File: config.mk
export PLATFORM = sky130hd
export DESIGN_NAME = pll_lock_monitor
export DESIGN_NICKNAME = d
export VERILOG_FILES = /design/src/rtl/pll_pkg.sv /design/src/rtl/pll_period_counter.sv /design/src/rtl/pll_lock_monitor.sv
export SDC_FILE = /design/constraint.sdc
export NUM_CORES = 1
export LEC_CHECK = 0
export CAP_MARGIN = 30
export CORE_MARGIN = 4
export CORE_UTILIZATION = 55
export CTS_CLUSTER_DIAMETER = 100
export CTS_CLUSTER_SIZE = 14
export DETAILED_ROUTE_END_ITERATION = 7
export GPL_TIMING_DRIVEN = 0
export PLACE_DENSITY = 0.93
export SLEW_MARGIN = 20
export SYNTH_ARGS = -nofsm -noshare
export SYNTH_HDL_FRONTEND = slang
export SYNTH_SLANG_ARGS = --single-unit
File: constraint.sdc
create_clock -name clk -period 11.94 [get_ports clk]
set_input_delay 2.388 -clock clk [delete_from_list [all_inputs] [get_ports clk]]
set_output_delay 2.388 -clock clk [all_outputs]
set_load 0.03 [all_outputs]
File: src/rtl/pll_pkg.sv
// Shared definitions for the PLL lock monitor.
//   pll_state_e        - monitor FSM state encoding
//   DefaultCntW        - default period counter width
//   DefaultLockWindows - default count of good windows needed for lock
//   DefaultWinCntW     - default good-window counter width
package pll_pkg;

    typedef enum logic [1:0] {
        StIdle,
        StAcquire,
        StTrack,
        StLocked
    } pll_state_e;

    localparam int unsigned DefaultCntW        = 10;
    localparam int unsigned DefaultLockWindows = 8;
    localparam int unsigned DefaultWinCntW     = 4;

endpackage

File: src/rtl/pll_period_counter.sv
// Reference-period counter for the PLL lock monitor.
// Detects rising edges of the synchronized reference, counts output-clock cycles per
// reference period and flags windows that never close.
//   clk      - PLL output clock
//   rst      - synchronous active-high reset
//   active   - counting enabled (monitor enabled and out of idle)
//   ref_sync - reference clock, already synchronized into clk
//   count    - cycles elapsed in the current window (edge cycle counts as 1)
//   win_done - reference edge seen while active; count holds the finished window length
//   timeout  - counter saturated with no edge; window is abandoned
module pll_period_counter
    import pll_pkg::*;
#(
    parameter int unsigned CNT_W = DefaultCntW
) (
    input  logic             clk,
    input  logic             rst,
    input  logic             active,
    input  logic             ref_sync,
    output logic [CNT_W-1:0] count,
    output logic             win_done,
    output logic             timeout
);

    logic             ref_q;
    logic             ref_edge;
    logic [CNT_W-1:0] cnt_q;

    assign ref_edge = ref_sync & ~ref_q;
    assign win_done = active & ref_edge;
    assign timeout  = active & ~ref_edge & (cnt_q == '1);
    assign count    = cnt_q;

    always_ff @(posedge clk) begin
        if (rst) begin
            ref_q <= 1'b0;
            cnt_q <= '0;
        end else begin
            ref_q <= ref_sync;
            if (!active) begin
                cnt_q <= '0;
            end else if (ref_edge || timeout) begin
                // The edge (or timeout) cycle is cycle 1 of the next window.
                cnt_q <= CNT_W'(1);
            end else begin
                cnt_q <= cnt_q + CNT_W'(1);
            end
        end
    end

endmodule

File: src/rtl/pll_lock_monitor.sv
// PLL lock monitor: compares output-clock cycles per reference period against n and
// tracks lock over consecutive in-tolerance windows.
//   clk, rst    - PLL output clock, synchronous active-high reset
//   enable      - monitor enable (follows PLL enable)
//   n, tol      - expected cycles per reference period, allowed absolute deviation
//   ref_sync    - synchronized reference clock level
//   clr_loss    - pulse clearing loss_sticky (a simultaneous loss wins)
//   locked      - lock indication
//   loss_sticky - set whenever lock is lost
//   meas_valid  - one-cycle pulse with each new measurement
//   meas_count  - length of the last completed window
//   freq_err    - signed meas_count - n
module pll_lock_monitor
    import pll_pkg::*;
#(
    parameter int unsigned CNT_W        = DefaultCntW,
    parameter int unsigned LOCK_WINDOWS = DefaultLockWindows,
    parameter int unsigned WIN_CNT_W    = DefaultWinCntW
) (
    input  logic             clk,
    input  logic             rst,
    input  logic             enable,
    input  logic [7:0]       n,
    input  logic [3:0]       tol,
    input  logic             ref_sync,
    input  logic             clr_loss,
    output logic             locked,
    output logic             loss_sticky,
    output logic             meas_valid,
    output logic [CNT_W-1:0] meas_count,
    output logic [CNT_W:0]   freq_err
);

    localparam logic [WIN_CNT_W-1:0] LockWin = WIN_CNT_W'(LOCK_WINDOWS);

    pll_state_e           state_q, state_d;
    logic [WIN_CNT_W-1:0] good_q, good_d;
    logic                 locked_q, locked_d;
    logic                 loss_q, loss_set;
    logic                 meas_valid_q;
    logic [CNT_W-1:0]     meas_count_q;
    logic [CNT_W:0]       freq_err_q;

    logic             active;
    logic [CNT_W-1:0] count;
    logic             win_done;
    logic             timeout;
    logic [CNT_W:0]   diff;
    logic [CNT_W:0]   diff_abs;
    logic             in_tol;
    logic             tracking;
    logic             eval;
    logic             good_win;
    logic             bad_win;

    // Gating on enable clears the counter on the same edge the FSM drops to idle.
    assign active = (state_q != StIdle) && enable;

    pll_period_counter #(
        .CNT_W (CNT_W)
    ) u_period_counter (
        .clk      (clk),
        .rst      (rst),
        .active   (active),
        .ref_sync (ref_sync),
        .count    (count),
        .win_done (win_done),
        .timeout  (timeout)
    );

    assign diff     = {1'b0, count} - {{(CNT_W + 1 - 8){1'b0}}, n};
    assign diff_abs = diff[CNT_W] ? (~diff + (CNT_W + 1)'(1)) : diff;
    assign in_tol   = (n != 8'd0) && (diff_abs <= {{(CNT_W + 1 - 4){1'b0}}, tol});

    assign tracking = (state_q == StTrack) || (state_q == StLocked);
    assign eval     = tracking & win_done;
    assign good_win = eval & in_tol;
    assign bad_win  = tracking & ((win_done & ~in_tol) | timeout);

    always_comb begin
        state_d  = state_q;
        good_d   = good_q;
        locked_d = locked_q;
        loss_set = 1'b0;
        unique case (state_q)
            StIdle: begin
                good_d   = '0;
                locked_d = 1'b0;
                if (enable) state_d = StAcquire;
            end
            StAcquire: begin
                // First edge only opens a window.
                if (win_done) state_d = StTrack;
            end
            StTrack: begin
                if (good_win) begin
                    good_d = good_q + WIN_CNT_W'(1);
                    if (good_q + WIN_CNT_W'(1) == LockWin) begin
                        state_d  = StLocked;
                        locked_d = 1'b1;
                    end
                end else if (bad_win) begin
                    good_d = '0;
                end
            end
            StLocked: begin
                if (bad_win) begin
                    state_d  = StTrack;
                    locked_d = 1'b0;
                    loss_set = 1'b1;
                    good_d   = '0;
                end
            end
            default: state_d = StIdle;
        endcase
        if (!enable) begin
            state_d  = StIdle;
            good_d   = '0;
            locked_d = 1'b0;
            loss_set = 1'b0;
        end
    end

    always_ff @(posedge clk) begin
        if (rst) begin
            state_q      <= StIdle;
            good_q       <= '0;
            locked_q     <= 1'b0;
            loss_q       <= 1'b0;
            meas_valid_q <= 1'b0;
            meas_count_q <= '0;
            freq_err_q   <= '0;
        end else begin
            state_q      <= state_d;
            good_q       <= good_d;
            locked_q     <= locked_d;
            meas_valid_q <= eval;
            if (loss_set) begin
                loss_q <= 1'b1;
            end else if (clr_loss) begin
                loss_q <= 1'b0;
            end
            if (eval) begin
                meas_count_q <= count;
                freq_err_q   <= diff;
            end
        end
    end

    assign locked      = locked_q;
    assign loss_sticky = loss_q;
    assign meas_valid  = meas_valid_q;
    assign meas_count  = meas_count_q;
    assign freq_err    = freq_err_q;

endmodule
==> impl_metrics.csv <==
group,metric,value,unit
status,status,"complete, no violations",
final_layout,fillCellCount,334,
logic_synthesis,syn_avg_cell_area,8.201,µm²
placed_design,dp.cells,383,
setup_path,path_class,"in -> reg",
placed_design,hpwl,4.283,mm
placed_design,pre_cts_slack,4.908,ns
routing,wl_per_cell,14.07,µm
logic_synthesis,synthArstFlopShare,0,%
clock_tree,cts_made_buffers,5,
floorplan,die_area,5507,µm²
floorplan,die_h,74.21,µm
clock_tree,cts_root_buf,"clkbuf_8",
logic_synthesis,synth.distinct_cells,49,
setup_path,crit_end,"good_q[2]",
final_layout,area_growth,21.85,%
global_routing,grt-ovfl-total,0,
timing,rsz0062_at_grt,"no",
logic_synthesis,synth_top_area_share,34.04,%
clock_tree,h-tree-depth,2,
logic_synthesis,synth_area,2411,µm²
power,total_leakage_power,1.135,nW
logic_synthesis,synth_xor_area_share,6.902,%
logic_synthesis,yosys_warnings,0,
job,maxCapViolations,0,
timing,skew,0.004874,ns
global_routing,use_met1,22.73,%
setup_path,critPathMaxFanout,7,
timing,tns,0,ns
power,pwr_density_cell,89.12,nW/µm²
routing,firstDrtPassIters,4,
final_layout,drive_gt1_share,6.785,%
setup_path,crit_path_start,"n[0]",
logic_synthesis,synth_fa_ha_area_share,8.614,%
setup_path,r2r_start,"u_period_counter.count[0]",
logic_synthesis,synth_top_family_by_area,"compound AO/OA/AOI/OAI gates",
logic_synthesis,synth_fp_nets,327,
routing,via_per_inst,5.715,
timing,fmax,146.9,MHz
routing,vias,2223,
clock_tree,cts_tree,"built",
setup_path,rr_endpoint,"good_q[2]",
global_routing,use_met2,37.60,%
final_layout,final_cell_mix,"nand2_1, dfxtp_1, clkdlybuf4s50_1, nor2_1, a21oi_1",
global_routing,grt_use_met3,4.324,%
timing,worst_slew_pin_slew,0.8577,ns
clock_tree,clockBufferDepth,2,
clock_tree,clock_latency,0.29,ns
logic_synthesis,yosys.area_share.simple,21.28,%
final_layout,design_area,2938,µm²
routing,drcViolationCount,0,
logic_synthesis,synthFlopType,"dfxtp_1",
setup_path,rrSetupSlack,7.28,ns
logic_synthesis,synth_top_area_cell,"dfxtp_1",
timing,report.final.slew_viol_count,0,
clock_tree,path_clk_slew,0.08,ns
routing,drt_iter0_markers,119,
clock_tree,ctsHoldBuffers,0,
global_routing,grt_pass1_vias,2071,
power,p_total,261.8,µW
setup_path,crit_path_start_kind,"input pin",
logic_synthesis,ys_seq_elements,41,
timing,setup_violations,0,
final_layout,mostFrequentLayoutCell,"nand2_1",
timing,fin_crit,6.806,ns
floorplan,initial_utilization,58.59,%
setup_path,reg2regPathDepth,18,
clock_tree,cts.sinks,41,
setup_path,worst_ep_required_time,12.17,ns
placed_design,io_buffers,39,
hold_path,holdCritPathClass,"reg -> reg",
logic_synthesis,synth_cells,294,
routing,drt-total-wl,5.473,mm
global_routing,antenna_found_initial,0,
floorplan,fp.coreArea,4115,µm²
placed_design,post_dp_cell_area,2864,µm²
logic_synthesis,synth_edf_count,0,
placed_design,globalplace.congestion,0.9080,
global_routing,grt_first_pass_wirelength,8.749,mm
routing,ant_nets,0,
global_routing,top_usage_layer,"met2",
timing,fin_crit_sh,57.00,%
final_layout,final_nets,373,
clock_tree,postCtsSetupBuffers,0,
timing,finalHoldViolations,0,
logic_synthesis,yosys-top-cells-area,"dfxtp_1, ha_1, nand2_1",
power,max-vdd-ir-drop,0.07219,mV
logic_synthesis,synth.mux.area_fraction,0.4670,%
global_routing,grt_max_degree,12,
clock_tree,cts_resized,0,
global_routing,track_usage,20.36,%
floorplan,io_pins,41,
setup_path,endpoint_kind,"register",
final_layout,layoutNonFillerInstCount,389,
timing,timing.final.ws_setup,5.134,ns
floorplan,die_w,74.21,µm
setup_path,cp.arrival,7.04,ns
floorplan,num_rows,23,
logic_synthesis,ys_seq_area_share,34.04,%
timing,slew-limit-headroom,42.01,%
final_layout,n_antenna_cell,0,
logic_synthesis,synth_compound_area_share,23.51,%
==> final cells by class <==
| class | count | area (µm²) | share of cell area, % |
|---|---|---|---|
| buffer | 13 | 57.56 | 1.959 |
| clock buffer | 5 | 68.82 | 2.342 |
| clock inverter | 1 | 5.005 | 0.1704 |
| inverter | 18 | 67.56 | 2.300 |
| multi-input combinational | 222 | 1465 | 49.87 |
| sequential | 41 | 820.8 | 27.94 |
| tap | 50 | 62.56 | 2.129 |
| timing repair buffer | 39 | 390.4 | 13.29 |
==> registers in the layout, indices dropped and copies added, names as in the netlist <==
signal,cells
loss_sticky,1
meas_count,10
u_period_counter.count,10
good_q,4
u_period_counter.ref_q,1
freq_err,11
locked,1
meas_valid,1
state_q,2
==> metal layers <==
metal  share of wire (%)  up-vias
li1                    -     1113
met1                  41     1035
met2                  51       65
met3                 5.2       10
met4                 1.9        0
met5                   0        -
==> synth_stat cells (2+ instances only) <==
cell       instances
nor2_1            29
nor3_1             3
nand2_1           49
ha_1              15
o31ai_1            2
nand3_1           10
clkbuf_1          11
nor4b_1            2
nor3b_1            2
a21oi_1           29
or3_1              2
nor2b_1            5
dfxtp_1           41
a21oi_2            2
a21o_1             3
a211oi_1           6
nor4_1             3
and3_1             3
o21ai_0            8
xor2_1             8
inv_1             18
nand2b_1           2
a21oi_4            2
a211o_1            2
xnor2_1           11
a2111oi_4          3
==> power by group <==
| group | internal, mW | switching (mW) |
|---|---|---|
| logic | 0.0195 | 0.0218 |
| clock network | 0.0385 | 0.0439 |
| registers | 0.137 | 0.000786 |
==> worst min-delay path by stage <==
stage / startpoint / end / slack, ns / cells past startpoint
after floorplan: u_period_counter.count[0] / u_period_counter.count[0] / 0.47 / 1
after CTS: freq_err[10] / freq_err[10] / 0.46 / 2
after detailed placement: meas_count[0] / meas_count[0] / 0.45 / 2
final: meas_count[0] / meas_count[0] / 0.46 / 2
after global routing: meas_count[7] / meas_count[7] / 0.48 / 2
after global placement: freq_err[3] / freq_err[3] / 0.44 / 2
==> metrics by stage <==
step	hold slack, ns	util, %
after floorplan	0.4696	-
after global placement	0.4433	69.60
after detailed placement	0.4496	69.60
after CTS	0.4599	71.39
after global routing	0.4810	71.39
final	0.4575	71.39
==> cells by family after synthesis <==
logic type / Yosys count
simple gates: 114
compound gates: 72
flops: 41
buf+inv: 31
xor+xnor: 19
fa+ha+maj: 16
mux: 1
==> worst max-delay path: stages <==
cell,delay [ns]
clkdlybuf4s50_1,0.50
ha_1,0.17
inv_1,0.05
fa_1,0.42
a21oi_2,0.26
o211ai_4,0.13
a2111oi_4,0.53
nand2_1,0.13
xnor2_1,0.16
ha_1,0.33
a21oi_1,0.12
o21ai_0,0.09
a22o_2,0.24
a211o_1,0.30
a2111oi_4,0.40
nand3_1,0.28
nor4b_1,0.37
a211o_1,0.15
(Power assumes the default switching activity.)
